--- src/rtl/mfp_ahb_sevensegscan.sv ---
// Multiplexed seven-segment scanner: per-digit enable, DP, PWM, blink, frame tick.
// Optional leading-zero blanking is built when MFP_SEVENSEG_LZB_EN is defined.
module mfp_ahb_sevensegscan #(
    parameter int NDIGITS     = 8,
    parameter int DIV_WIDTH   = 16,
    parameter int BRIGHT_BITS = 4,
    parameter int BLINK_LOG2  = 5
) (
    input  logic                   clk,
    input  logic                   resetn,
    input  logic [NDIGITS-1:0]     EN,
    input  logic [4*NDIGITS-1:0]   DIGITS,
    input  logic [NDIGITS-1:0]     DP,
    input  logic [NDIGITS-1:0]     BLINK,
    input  logic [BRIGHT_BITS-1:0] BRIGHT,
    output logic [NDIGITS-1:0]     DISPENOUT,
    output logic [6:0]             DISPOUT,
    output logic                   DISPDP,
    output logic                   FRAME_TICK
);

    localparam int IW = $clog2(NDIGITS);
    localparam logic [IW-1:0] LAST = IW'(NDIGITS - 1);

    logic [DIV_WIDTH-1:0]   presc_q, presc_d;
    logic [IW-1:0]          idx_q, idx_d;
    logic [BLINK_LOG2-1:0]  frame_q, frame_d;
    logic                   phase_q, phase_d;
    logic [BRIGHT_BITS-1:0] bright_q, bright_d;
    logic                   wrap_q, wrap_d;

    logic [NDIGITS-1:0]     en_n_q, en_n_d;
    logic [6:0]             seg_q, seg_d;
    logic                   dp_q, dp_d;
    logic                   tick_q, tick_d;

    logic                   slot_end;
    logic                   pwm_on;
    logic                   lzb;
    logic                   visible;
    logic [3:0]             nib;

    function automatic logic [6:0] hex7(input logic [3:0] n);
        logic [6:0] s;
        unique case (n)
            4'h0: s = 7'h40;
            4'h1: s = 7'h79;
            4'h2: s = 7'h24;
            4'h3: s = 7'h30;
            4'h4: s = 7'h19;
            4'h5: s = 7'h12;
            4'h6: s = 7'h02;
            4'h7: s = 7'h78;
            4'h8: s = 7'h00;
            4'h9: s = 7'h10;
            4'hA: s = 7'h08;
            4'hB: s = 7'h03;
            4'hC: s = 7'h46;
            4'hD: s = 7'h21;
            4'hE: s = 7'h06;
            4'hF: s = 7'h0E;
        endcase
        return s;
    endfunction

    // Scan timing: prescaler, digit index, frame counter, blink phase, brightness latch
    always_comb begin
        slot_end = &presc_q;
        presc_d  = presc_q + 1'b1;
        idx_d    = idx_q;
        frame_d  = frame_q;
        phase_d  = phase_q;
        bright_d = bright_q;
        wrap_d   = 1'b0;
        if (slot_end) begin
            bright_d = BRIGHT;
            if (idx_q == LAST) begin
                idx_d   = '0;
                wrap_d  = 1'b1;
                frame_d = frame_q + 1'b1;
                if (&frame_q) begin
                    phase_d = ~phase_q;
                end
            end else begin
                idx_d = idx_q + 1'b1;
            end
        end
    end

`ifdef MFP_SEVENSEG_LZB_EN
    // Blank a non-zero-position digit when it and every higher digit are 0 without DP
    always_comb begin
        lzb = (idx_q != '0);
        for (int j = 0; j < NDIGITS; j++) begin
            if (j >= int'(idx_q) && (DIGITS[4*j +: 4] != 4'h0 || DP[j])) begin
                lzb = 1'b0;
            end
        end
    end
`else
    assign lzb = 1'b0;
`endif

    // Pin values for the current slot position, registered one cycle later
    always_comb begin
        nib     = DIGITS[{idx_q, 2'b00} +: 4];
        pwm_on  = presc_q[DIV_WIDTH-1 -: BRIGHT_BITS] <= bright_q;
        visible = EN[idx_q] & ~(BLINK[idx_q] & phase_q) & ~lzb & pwm_on;
        en_n_d  = '1;
        seg_d   = 7'h7F;
        dp_d    = 1'b1;
        tick_d  = wrap_q;
        if (visible) begin
            en_n_d[idx_q] = 1'b0;
            seg_d         = hex7(nib);
            dp_d          = ~DP[idx_q];
        end
    end

    // State and output registers
    always_ff @(posedge clk or negedge resetn) begin
        if (!resetn) begin
            presc_q  <= '0;
            idx_q    <= '0;
            frame_q  <= '0;
            phase_q  <= 1'b0;
            bright_q <= '1;
            wrap_q   <= 1'b0;
            en_n_q   <= '1;
            seg_q    <= 7'h7F;
            dp_q     <= 1'b1;
            tick_q   <= 1'b0;
        end else begin
            presc_q  <= presc_d;
            idx_q    <= idx_d;
            frame_q  <= frame_d;
            phase_q  <= phase_d;
            bright_q <= bright_d;
            wrap_q   <= wrap_d;
            en_n_q   <= en_n_d;
            seg_q    <= seg_d;
            dp_q     <= dp_d;
            tick_q   <= tick_d;
        end
    end

    assign DISPENOUT  = en_n_q;
    assign DISPOUT    = seg_q;
    assign DISPDP     = dp_q;
    assign FRAME_TICK = tick_q;

endmodule

--- config.mk ---
export PLATFORM = sky130hd
export DESIGN_NAME = mfp_ahb_sevensegscan
export DESIGN_NICKNAME = d
export VERILOG_FILES = /design/src/rtl/mfp_ahb_sevensegscan.sv
export SDC_FILE = /design/constraint.sdc
export NUM_CORES = 1
export LEC_CHECK = 0
export BUFFER_PORTS_ARGS = -buffer_cell sky130_fd_sc_hd__buf_2
export CORE_ASPECT_RATIO = 0.6
export CORE_MARGIN = 2
export CORE_UTILIZATION = 46
export DETAILED_ROUTE_END_ITERATION = 12
export PLACE_DENSITY_LB_ADDON = 0.2
export SYNTH_ARGS = -nofsm -noshare
export SYNTH_HDL_FRONTEND = slang
export SYNTH_SLANG_ARGS = --single-unit
--- constraint.sdc ---
create_clock -name clk -period 5.6 [get_ports clk]
set_input_delay 0 -clock clk [delete_from_list [all_inputs] [get_ports clk]]
set_output_delay 0 -clock clk [all_outputs]
set_load 0.05 [all_outputs]
==> results of run 1 <==
-- cell usage after synthesis (2+ instances only) --
cell type,instances
mux2_2,8
nor2b_1,5
o221ai_1,3
nor3b_1,3
nand3_1,10
mux2i_1,11
nor2_1,8
mux4_2,3
mux4_1,7
o21ai_0,5
ha_1,13
nor3_1,3
dfstp_2,20
xor2_1,5
nand2_1,19
inv_1,13
and4_1,3
a21oi_1,4
and3_1,3
nand4_1,6
o31ai_1,3
clkbuf_1,5
dfrtp_1,27
xnor2_1,14
buf_2,2
-- worst max path at each step --
| stage | end | cells after the start | slack, ps |
|---|---|---|---|
| global route | DISPOUT[5] | 8 | 2330 |
| global placement | DISPOUT[5] | 8 | 2780 |
| finish | DISPOUT[5] | 8 | 2710 |
| floorplan | DISPOUT[5] | 9 | 3350 |
| detailed placement | DISPOUT[5] | 8 | 2680 |
| CTS | DISPOUT[5] | 8 | 2670 |
-- sequential cells by signal (all words and copies together), names as in the netlist --
register    flops
DISPDP          1
DISPENOUT       8
DISPOUT         7
FRAME_TICK      1
bright_q        4
frame_q         5
idx_q           3
phase_q         1
presc_q        16
tick_d          1
-- report_power, final --
part | internal [W] | switching (W)
clock network | 0.000147 | 0.000116
registers | 0.000348 | 0.00000136
logic | 0.0000354 | 0.0000468
total | 0.000530 | 0.000164
-- logic make-up (layout without fill, tap and decap cells) --
group           count (synthesis)  count (layout)  share of synthesized area
simple gates                   66              66                      0.133
compound gates                 23              23                     0.0671
flops                          47              47                      0.460
mux                            30              30                      0.179
xor+xnor                       19              19                     0.0637
buf+inv                        22             104                     0.0354
fa+ha+maj                      13              13                     0.0623
-- layout make-up --
type                       instances  area share
clock inverter                     2      0.0121
clock buffer                       6      0.0257
timing repair buffer              83       0.137
multi-input combinational        151       0.410
sequential                        47       0.373
tap                               69      0.0268
inverter                          13      0.0152
-- worst max-delay path: stages (launching register included) --
cell and delay, ps:
dfrtp_1 940, mux4_1 640, mux2i_1 390, inv_1 150
ha_1 260, inv_1 70, nor2_1 40, o21ai_0 180
o211ai_1 120
-- stage by stage --
stage | area [um2] | utilization | setup slack, ps | power [W]
floorplan | 2610 | - | 3350 | 0.000399
global placement | 3050 | 0.552 | 2780 | 0.000435
detailed placement | 3050 | 0.552 | 2680 | 0.000435
CTS | 3220 | 0.583 | 2670 | 0.000701
global route | 3220 | 0.583 | 2330 | 0.000725
finish | 3220 | 0.583 | 2710 | 0.000694
-- routing by layer --
layer	global-route usage	routed length [um]	vias up
li1	-	-	951
met4	0.0389	50	0
met5	0	0	-
met1	0.286	2680	914
met3	0.0369	360	4
met2	0.266	2190	84
-- repair_timing --
action	CTS	global route
setup endpoints to repair	0	0
hold endpoints to repair	31	0
hold buffers	5	0
==> metrics.md, run 1 <==
| Metric | Value |
|---|---|
| Outcome | `finished clean` |
| Initial DRC Count | `92` |
| Cell total after placement | `358` |
| Number of synthesized flops with an enable pin | `0` |
| DRT antenna net count | `0` |
| Clock Path Buffers | `2` |
| Syn_area_per_cell | `11.9 um2` |
| CP arrival | `3090 ps` |
| Worst R2R End | `DISPOUT[5]` |
| Top FF cell, synth | `dfrtp_1` |
| Mapped cell area | `2610 um2` |
| Hold_ws | `59.1 ps` |
| Setup violators final | `0` |
| DP HPWL | `3960 um` |
| Inserted Diodes | `0` |
| Hold wc startpoint | `DP[7]` |
| Post-CTS Setup Inserts | `0` |
| Top post-synthesis cells by area | `dfrtp_1 (26%), dfstp_2 (20%), mux4_1 (7.0%)` |
| Clk sink count | `47` |
| Post-Syn Nets | `295` |
| Max-slew violation count | `0` |
| Peak VDD IR | `0.125 mV` |
| TritonCTS Buffers | `5` |
| Crit path launch | `idx_q[0]` |
| GRT Residual Overflow | `0` |
| Area leader, netlist | `dfrtp_1` |
| Die W | `101 um` |
| Starting density of the core | `0.473` |
| Unrepaired setup endpoints after global routing | `no` |
| # nets final | `376` |
| Layout area overhead | `23.1%` |
| Async SR Flop Fraction | `1.00` |
| Die extent in y | `62.4 um` |
| Layout cell share with drive strength beyond 1 | `0.404` |
| Multi-input logic area | `1320 um2` |
| Post-synth cell types | `42` |
| DR vias | `1953` |
| Avg WL per Cell | `14.2 um` |
| I/O pins | `79` |
| Startpoint types | `flop` |
| Maxcap violations | `0` |
| Most frequent cells in the layout | `buf_2 (78), dfrtp_1 (27), dfstp_2 (20)` |
| Routed Wire Length | `5290 um` |
| Drc violations | `0` |
| RR Startpoint | `idx_q[0]` |
| CTS resizes | `0` |
| I/O Buffers | `78` |
| Commonest non-fill, non-tap cell in the layout | `buf_2` |
| Share of the synthesized area in the top cell type | `0.259` |
| Hold Path Class | `input pin to flop` |
| Achievable Freq | `346 MHz` |
| Yosys warns | `0` |
| Register area share after synthesis | `0.460` |
| Seq cells post-synth | `47` |
| CTS tree | `built` |
| Largest net degree at the start of global routing | `48` |
| Worst Path Max Fanout | `23` |
| First-pass GRT wire length | `9140 um` |
| FILL cells | `481` |
| Worst r2r path cells | `8` |
| Total negative slack | `0 ps` |
| GRT Total Usage | `0.183` |
| Sequential cell area | `1200 um2` |
| Clock latency on the worst-skew pair | `290 ps` |
| Final non-filler cell total | `371` |
| Rows | `21` |
| Crit Path Class | `flop to flop` |
| Final Hold Viols | `0` |
| Post-route minimum period | `2890 ps` |
| Worst Hold End | `DISPDP` |
| Die ar. | `6320 um2` |
| Core area | `5520 um2` |
| Post-route clock period utilization | `0.517` |
| Worst Setup End Kind | `flop` |
| Hold path cells | `4` |
| Clock Tree Root | `clkbuf_8` |
| Leakage | `1.49 nW` |
| R2R setup slack | `2710 ps` |
| Vias in the first global route | `1906` |
| H-Tree Depth | `2` |
| CP required | `5800 ps` |
| Max-Slew Margin vs Limit | `0.324` |
| Initial antenna violation count | `0` |
| Power Density | `216 nW/um2` |
| Clock Pin Slew Worst Setup and Hold Paths | `90 ps` |
| Via density | `5.26` |
| Drt first pass iters | `4` |
| Final setup skew | `5.63 ps` |
| Post-Synthesis Cells | `220` |
| Worst-Margin Slew | `1010 ps` |
| Final GP Congestion | `0.897` |
No activity file was read; power rests on OpenSTA's default activity.
==> inputs of run 2 (changes only) <==
==> constraint.sdc (replaced) <==
create_clock -name clk -period 2.6 [get_ports clk]
set_input_delay 0 -clock clk [delete_from_list [all_inputs] [get_ports clk]]
set_output_delay 0 -clock clk [all_outputs]
set_load 0.05 [all_outputs]
==> run 2 against run 1 <==
Net effect: clock-buffer cell count unchanged; first-iteration DRC count down 18%; combinational power rose by 120%; utilization rose by 0.86 points; maximum frequency grew 20%; global-route usage rose by 0.62 points; total power is 110% higher; register-to-register slack got worse by 2500 ps; hold slack worse by 37 ps; design area is 1.5% higher; critical path depth is 3 lower; wire length up 6.6%; highest routed layer unchanged.
==> metrics.md, run 2 (synthesis results as in run 1) <==
| Metric | Value |
|---|---|
| Clk sink count | `47 (unchanged)` |
| GRT Total Usage | `0.190 (+0.00622)` |
| Flip-flop count of the largest register after layout | `16 (unchanged)` |
| DP HPWL | `4320 um (+9.1%)` |
| Register bank with the most flops | `presc_q` |
| Most frequent cells in the layout | `buf_2 (78), dfrtp_1 (27), dfstp_2 (20)` |
| Layout cell share with drive strength beyond 1 | `0.419 (+0.0154)` |
| DRT antenna net count | `0 (unchanged)` |
| Drc violations | `0 (unchanged)` |
| Worst Path Max Fanout | `13 (-43%)` |
| Final setup margin | `185 ps (-2520 ps)` |
| Final GP Congestion | `0.911 (+1.6%)` |
| I/O Buffers | `78 (unchanged)` |
| Inserted Diodes | `0 (unchanged)` |
| Power Density | `444 nW/um2 (+110%)` |
| Leakage | `1.53 nW (+2.6%)` |
| Drt first pass iters | `4 (unchanged)` |
| Clock Pin Slew Worst Setup and Hold Paths | `100 ps (about the same)` |
| Peak VDD IR | `0.212 mV (+70%)` |
| Avg WL per Cell | `14.9 um (+4.4%)` |
| DR vias | `2000 (+2.4%)` |
| Setup violators final | `0 (unchanged)` |
| Rows | `21 (unchanged)` |
| Layout area overhead | `25.0%` |
| Total power draw | `0.00145 W (+110%)` |
| Clock Path Buffers | `2 (unchanged)` |
| Worst-Margin Slew | `1020 ps (+7.30 ps)` |
| First-pass GRT wire length | `9330 um (+2.1%)` |
| Hold Path Class | `input pin to flop` |
| Pre-CTS WS | `215 ps (-2470 ps)` |
| Post-route clock period utilization | `0.929 (+0.412)` |
| Largest net degree at the start of global routing | `48 (unchanged)` |
| Achievable Freq | `414 MHz (+20%)` |
| Routed Wire Length | `5640 um (+6.6%)` |
| Max-Slew Margin vs Limit | `0.319 (-0.00487)` |
| Worst Setup End Kind | `flop` |
| Max-slew violation count | `0 (unchanged)` |
| Commonest non-fill, non-tap cell in the layout | `buf_2` |
| Clock Tree Root | `clkbuf_8` |
| Crit Path Class | `flop to flop` |
| Hold_ws | `22.4 ps (-36.7 ps)` |
| Unrepaired setup endpoints after global routing | `no` |
| Maxcap violations | `0 (unchanged)` |
| Die ar. | `6320 um2 (unchanged)` |
| Via density | `5.28 (+0.24%)` |
| Initial antenna violation count | `0 (unchanged)` |
| Clock latency on the worst-skew pair | `310 ps (+20 ps)` |
| Final Hold Viols | `0 (unchanged)` |
| Post-CTS Setup Inserts | `0 (unchanged)` |
| Total negative slack | `0 ps (unchanged)` |
| Post-route minimum period | `2420 ps (-478 ps)` |
| H-Tree Depth | `2 (unchanged)` |
| Startpoint types | `flop` |
| Die W | `101 um (unchanged)` |
| Vias in the first global route | `1928 (+1.2%)` |
| TritonCTS Buffers | `5 (unchanged)` |
| Core area | `5520 um2 (unchanged)` |
| Initial DRC Count | `75 (-18%)` |
| CTS tree | `built` |
| CTS resizes | `0 (unchanged)` |
| GRT Residual Overflow | `0 (unchanged)` |
| I/O pins | `79 (unchanged)` |
| Starting density of the core | `0.473 (unchanged)` |
| FILL cells | `489 (+1.7%)` |
| Outcome | `finished clean` |
| Die extent in y | `62.4 um (unchanged)` |
| # nets final | `384 (+2.1%)` |
| CP arrival | `2610 ps (-480 ps)` |
| Final setup skew | `15.5 ps (+9.89 ps)` |
| CP required | `2800 ps (-3000 ps)` |
## run 2: cell types whose count changed in the layout (fill, tap and decap cells not counted)
cell	change
buf_4	+8
bufinv_16	-1
clkbuf_16	+1
clkbuf_8	-1
inv_4	+1
## run 2: path summary, 6_finish.rpt
kind	startpoint	to	slack, ps	cells after the start
worst max-delay path	idx_q[0]	DISPOUT[6]	180	5
worst min-delay path	DP[7]	DISPDP	20	4
worst max register to register	idx_q[0]	DISPOUT[6]	180	5
worst min register to register	tick_d	FRAME_TICK	400	0
max in group asynchronous	resetn	presc_q[14]	1560	2
min in group asynchronous	resetn	frame_q[1]	410	2
## run 2: layer usage
| metal | track usage | up-vias | part of all wire |
|---|---|---|---|
| met5 | 0 | - | 0 |
| met4 | 0.0507 | 0 | 0.012 |
| met3 | 0.0347 | 8 | 0.054 |
| met2 | 0.276 | 68 | 0.42 |
| met1 | 0.292 | 954 | 0.51 |
| li1 | - | 970 | - |
## run 2: worst max-delay path: stages, from the launching register on
cell,delay (ps)
dfrtp_1,370
buf_4,230
mux4_1,600
mux2_4,340
or4_1,490
o221ai_1,270
## run 2: per-stage QoR
| stage | util | std cells | cell area, um2 |
|---|---|---|---|
| 2_1_floorplan | - | 220 | 2610 |
| 3_3_place_gp | 0.563 | 366 | 3110 |
| 3_5_place_dp | 0.563 | 366 | 3110 |
| 4_1_cts | 0.592 | 379 | 3260 |
| 5_1_grt | 0.592 | 379 | 3260 |
| 6_report | 0.592 | 379 | 3260 |
## run 2: layout make-up
| type | instances | area [um2] | share of cell area |
|---|---|---|---|
| Timing Repair Buffer | 91 | 500 | 0.153 |
| Tap cell | 69 | 86.3 | 0.0264 |
| Clock buffer | 6 | 93.8 | 0.0287 |
| Clock inverter | 2 | 15.0 | 0.00460 |
| Sequential cell | 47 | 1200 | 0.368 |
| Multi-Input combinational cell | 151 | 1320 | 0.404 |
| Inverter | 13 | 48.8 | 0.0149 |
## run 2: report_power, final
part	internal [W]	switching, W	total (W)
clock network	0.000252	0.000265	0.000517
registers	0.000749	0.00000252	0.000752
logic	0.0000772	0.000103	0.000180
total	0.00108	0.000370	0.00145
## run 2: repair_timing
| item | CTS | global route |
|---|---|---|
| hold endpoints to repair | 31 | 0 |
| hold buffers | 5 | 0 |
| endpoints found under the setup margin | 0 | 0 |
==> inputs of run 3 (changes only) <==
==> constraint.sdc (replaced) <==
create_clock -name clk -period 2.1 [get_ports clk]
set_input_delay 0 -clock clk [delete_from_list [all_inputs] [get_ports clk]]
set_output_delay 0 -clock clk [all_outputs]
set_load 0.05 [all_outputs]
==> run 3 against run 2 <==
Net effect: critical path depth rose by 1; combinational power rose by 36%; clock skew fell by 1.9 ps; final cell count rose by 3.2%; worst setup slack got worse by 150 ps; maximum frequency rose by 17%; flip-flop and latch count did not move; non-clock buffer count rose by 12; global-route usage fell by 0.48 points; hold slack improved by 53 ps; register-to-register slack got worse by 150 ps; total power rose by 22%.
==> metrics.md, run 3 (synthesis results as in run 1) <==
| Metric | Value |
|---|---|
| Commonest non-fill, non-tap cell in the layout | `buf_2` |
| Total power draw | `0.00176 W (+22%)` |
| Leakage | `1.58 nW (+3.3%)` |
| Clock Path Buffers | `2 (unchanged)` |
| Worst Path Max Fanout | `4 (-9)` |
| Post-route minimum period | `2060 ps (-354 ps)` |
| Inserted Diodes | `0 (unchanged)` |
| Slowest stage delay, CP | `500 ps (-100 ps)` |
| CTS tree | `built` |
| DP HPWL | `4360 um (+0.95%)` |
| Largest net degree at the start of global routing | `48 (unchanged)` |
| Pre-CTS WS | `-95.3 ps (-310 ps)` |
| Drc violations | `0 (unchanged)` |
| Final setup skew | `13.6 ps (-1.88 ps)` |
| Routed Wire Length | `5800 um (+3.0%)` |
| Power Density | `516 nW/um2 (+16%)` |
| # nets final | `396 (+3.1%)` |
| Via density | `5.18 (-1.9%)` |
| Peak VDD IR | `0.285 mV (+34%)` |
| Maxcap violations | `0 (unchanged)` |
| Worst-Margin Slew | `654 ps (-368 ps)` |
| Hold Path Class | `input pin to flop` |
| Avg WL per Cell | `14.8 um (-0.20%)` |
| First-pass GRT wire length | `9340 um (about the same)` |
| CP arrival | `2290 ps (-320 ps)` |
| Max-Slew Margin vs Limit | `0.563 (+0.244)` |
| Worst path cell trace | `buf_6 > mux4_2 > mux2_4 > or4_4 > a21oi_2 > o31ai_1` |
| Crit Path Class | `flop to flop` |
| GRT Residual Overflow | `0 (unchanged)` |
| H-Tree Depth | `2 (unchanged)` |
| Die W | `101 um (unchanged)` |
| Most frequent cells in the layout | `buf_2 (78), dfrtp_1 (25), dfstp_2 (20)` |
| GRT Total Usage | `0.185 (-0.00481)` |
| Clock Tree Root | `clkbuf_8` |
| Layout area overhead | `30.6%` |
| Clk pwr share | `0.333 (-0.024)` |
| DRT antenna net count | `0 (unchanged)` |
| Register bank with the most flops | `presc_q` |
| DR vias | `2025 (+1.3%)` |
| Clock Pin Slew Worst Setup and Hold Paths | `90 ps (about the same)` |
| Switching Power | `0.000450 W (+22%)` |
| Worst Path Buf+Inv | `1 (unchanged)` |
| Outcome | `finished clean` |
| Final setup margin | `38.6 ps (-146 ps)` |
| TritonCTS Buffers | `5 (unchanged)` |
| Delay-heaviest family, CP | `multiplexers` |
| Startpoint types | `flop` |
| Core area | `5520 um2 (unchanged)` |
| Clk sink count | `47 (unchanged)` |
| Starting density of the core | `0.473 (unchanged)` |
| CP required | `2330 ps (-470 ps)` |
| I/O Buffers | `78 (unchanged)` |
| Vias in the first global route | `1911 (-0.88%)` |
| Final GP Congestion | `0.852 (-6.5%)` |
| Combinational Power Share | `0.139 (+0.015)` |
| CP max stage cell | `mux4_2` |
| Max-slew violation count | `0 (unchanged)` |
| Drt first pass iters | `4 (unchanged)` |
| Final Hold Viols | `0 (unchanged)` |
| Worst Setup End Kind | `flop` |
| Die extent in y | `62.4 um (unchanged)` |
| Initial antenna violation count | `0 (unchanged)` |
| Initial DRC Count | `62 (-17%)` |
| Flip-flop count of the largest register after layout | `16 (unchanged)` |
| Int Pwr | `0.00131 W (+21%)` |
| Layout cell share with drive strength beyond 1 | `0.500 (+0.0806)` |
| Post-DP Area | `3160 um2 (+1.9%)` |
| Setup violators final | `0 (unchanged)` |
| Design area | `3410 um2 (+4.5%)` |
| Post-route clock period utilization | `0.982 (+0.0526)` |
| I/O pins | `79 (unchanged)` |
| Clock latency on the worst-skew pair | `300 ps (about the same)` |
| Die ar. | `6320 um2 (unchanged)` |
| Fin util | `0.618 (+0.0265)` |
| Achievable Freq | `485 MHz (+17%)` |
| Seq pwr share | `0.529 (+0.010)` |
| Rows | `21 (unchanged)` |
| Switching share of total power | `0.256 (about the same)` |
| Unrepaired setup endpoints after global routing | `yes` |
==> run 3: timing repair <==
| item | in CTS | in global routing |
|---|---|---|
| setup buffers | 3 | 2 |
| hold endpoints to repair | 31 | 0 |
| endpoints found under the setup margin | 13 | 15 |
| hold buffers | 5 | 0 |
| resized for setup | 10 | 16 |
| pin swaps | 0 | 4 |
==> run 3: per-layer routing <==
metal,GRT usage,vias to the layer above,wire length [um]
met1,0.315,956,3120
met2,0.234,71,2230
met5,0,-,0
li1,-,994,-
met3,0.0492,4,425
met4,0.0253,0,26
==> run 3: final cells by class <==
cell class,count,area [um2]
clock inverters,1,8.76
fillers,463,2110
inverters,13,48.8
flip-flops and latches,47,1200
well taps,69,86.3
clock buffers,7,86.3
repair buffers,103,609
multi-input cells,151,1370
==> run 3: power by group through the flow <==
stage | clock network (W) | logic, W | registers (W)
CTS | 0.000599 | 0.000240 | 0.000932
global placement | 0 | 0.000221 | 0.000948
global route | 0.000637 | 0.000264 | 0.000933
finish | 0.000585 | 0.000244 | 0.000931
detailed placement | 0 | 0.000222 | 0.000948
floorplan | 0 | 0.0000703 | 0.000996
==> run 3: stage by stage <==
step,cells,hold WS (ps),setup TNS (ps)
after floorplan,220,-296,-16.0
after global placement,373,121,-99.6
after detailed placement,373,127,-650
after CTS,389,36.0,0
after global routing,391,85.5,-174
final,391,74.9,0
==> run 3: path summary, 6_finish.rpt <==
| check | end | slack [ps] | cells after the start | from |
|---|---|---|---|---|
| hold / removal | DISPDP | 70 | 4 | DP[7] |
| hold reg to reg | FRAME_TICK | 360 | 0 | tick_d |
| setup reg to reg | DISPOUT[0] | 40 | 6 | idx_q[0] |
| min in group asynchronous | presc_q[4] | 310 | 3 | resetn |
| setup / recovery | DISPOUT[0] | 40 | 6 | idx_q[0] |
| max in group asynchronous | idx_q[2] | 1340 | 3 | resetn |
==> run 3: worst reg2reg max path: stages, from the launching register on <==
cell     delay (ps)
dfrtp_1         390
buf_6           140
mux4_2          510
mux2_4          290
or4_4           450
a21oi_2         150
o31ai_1          70
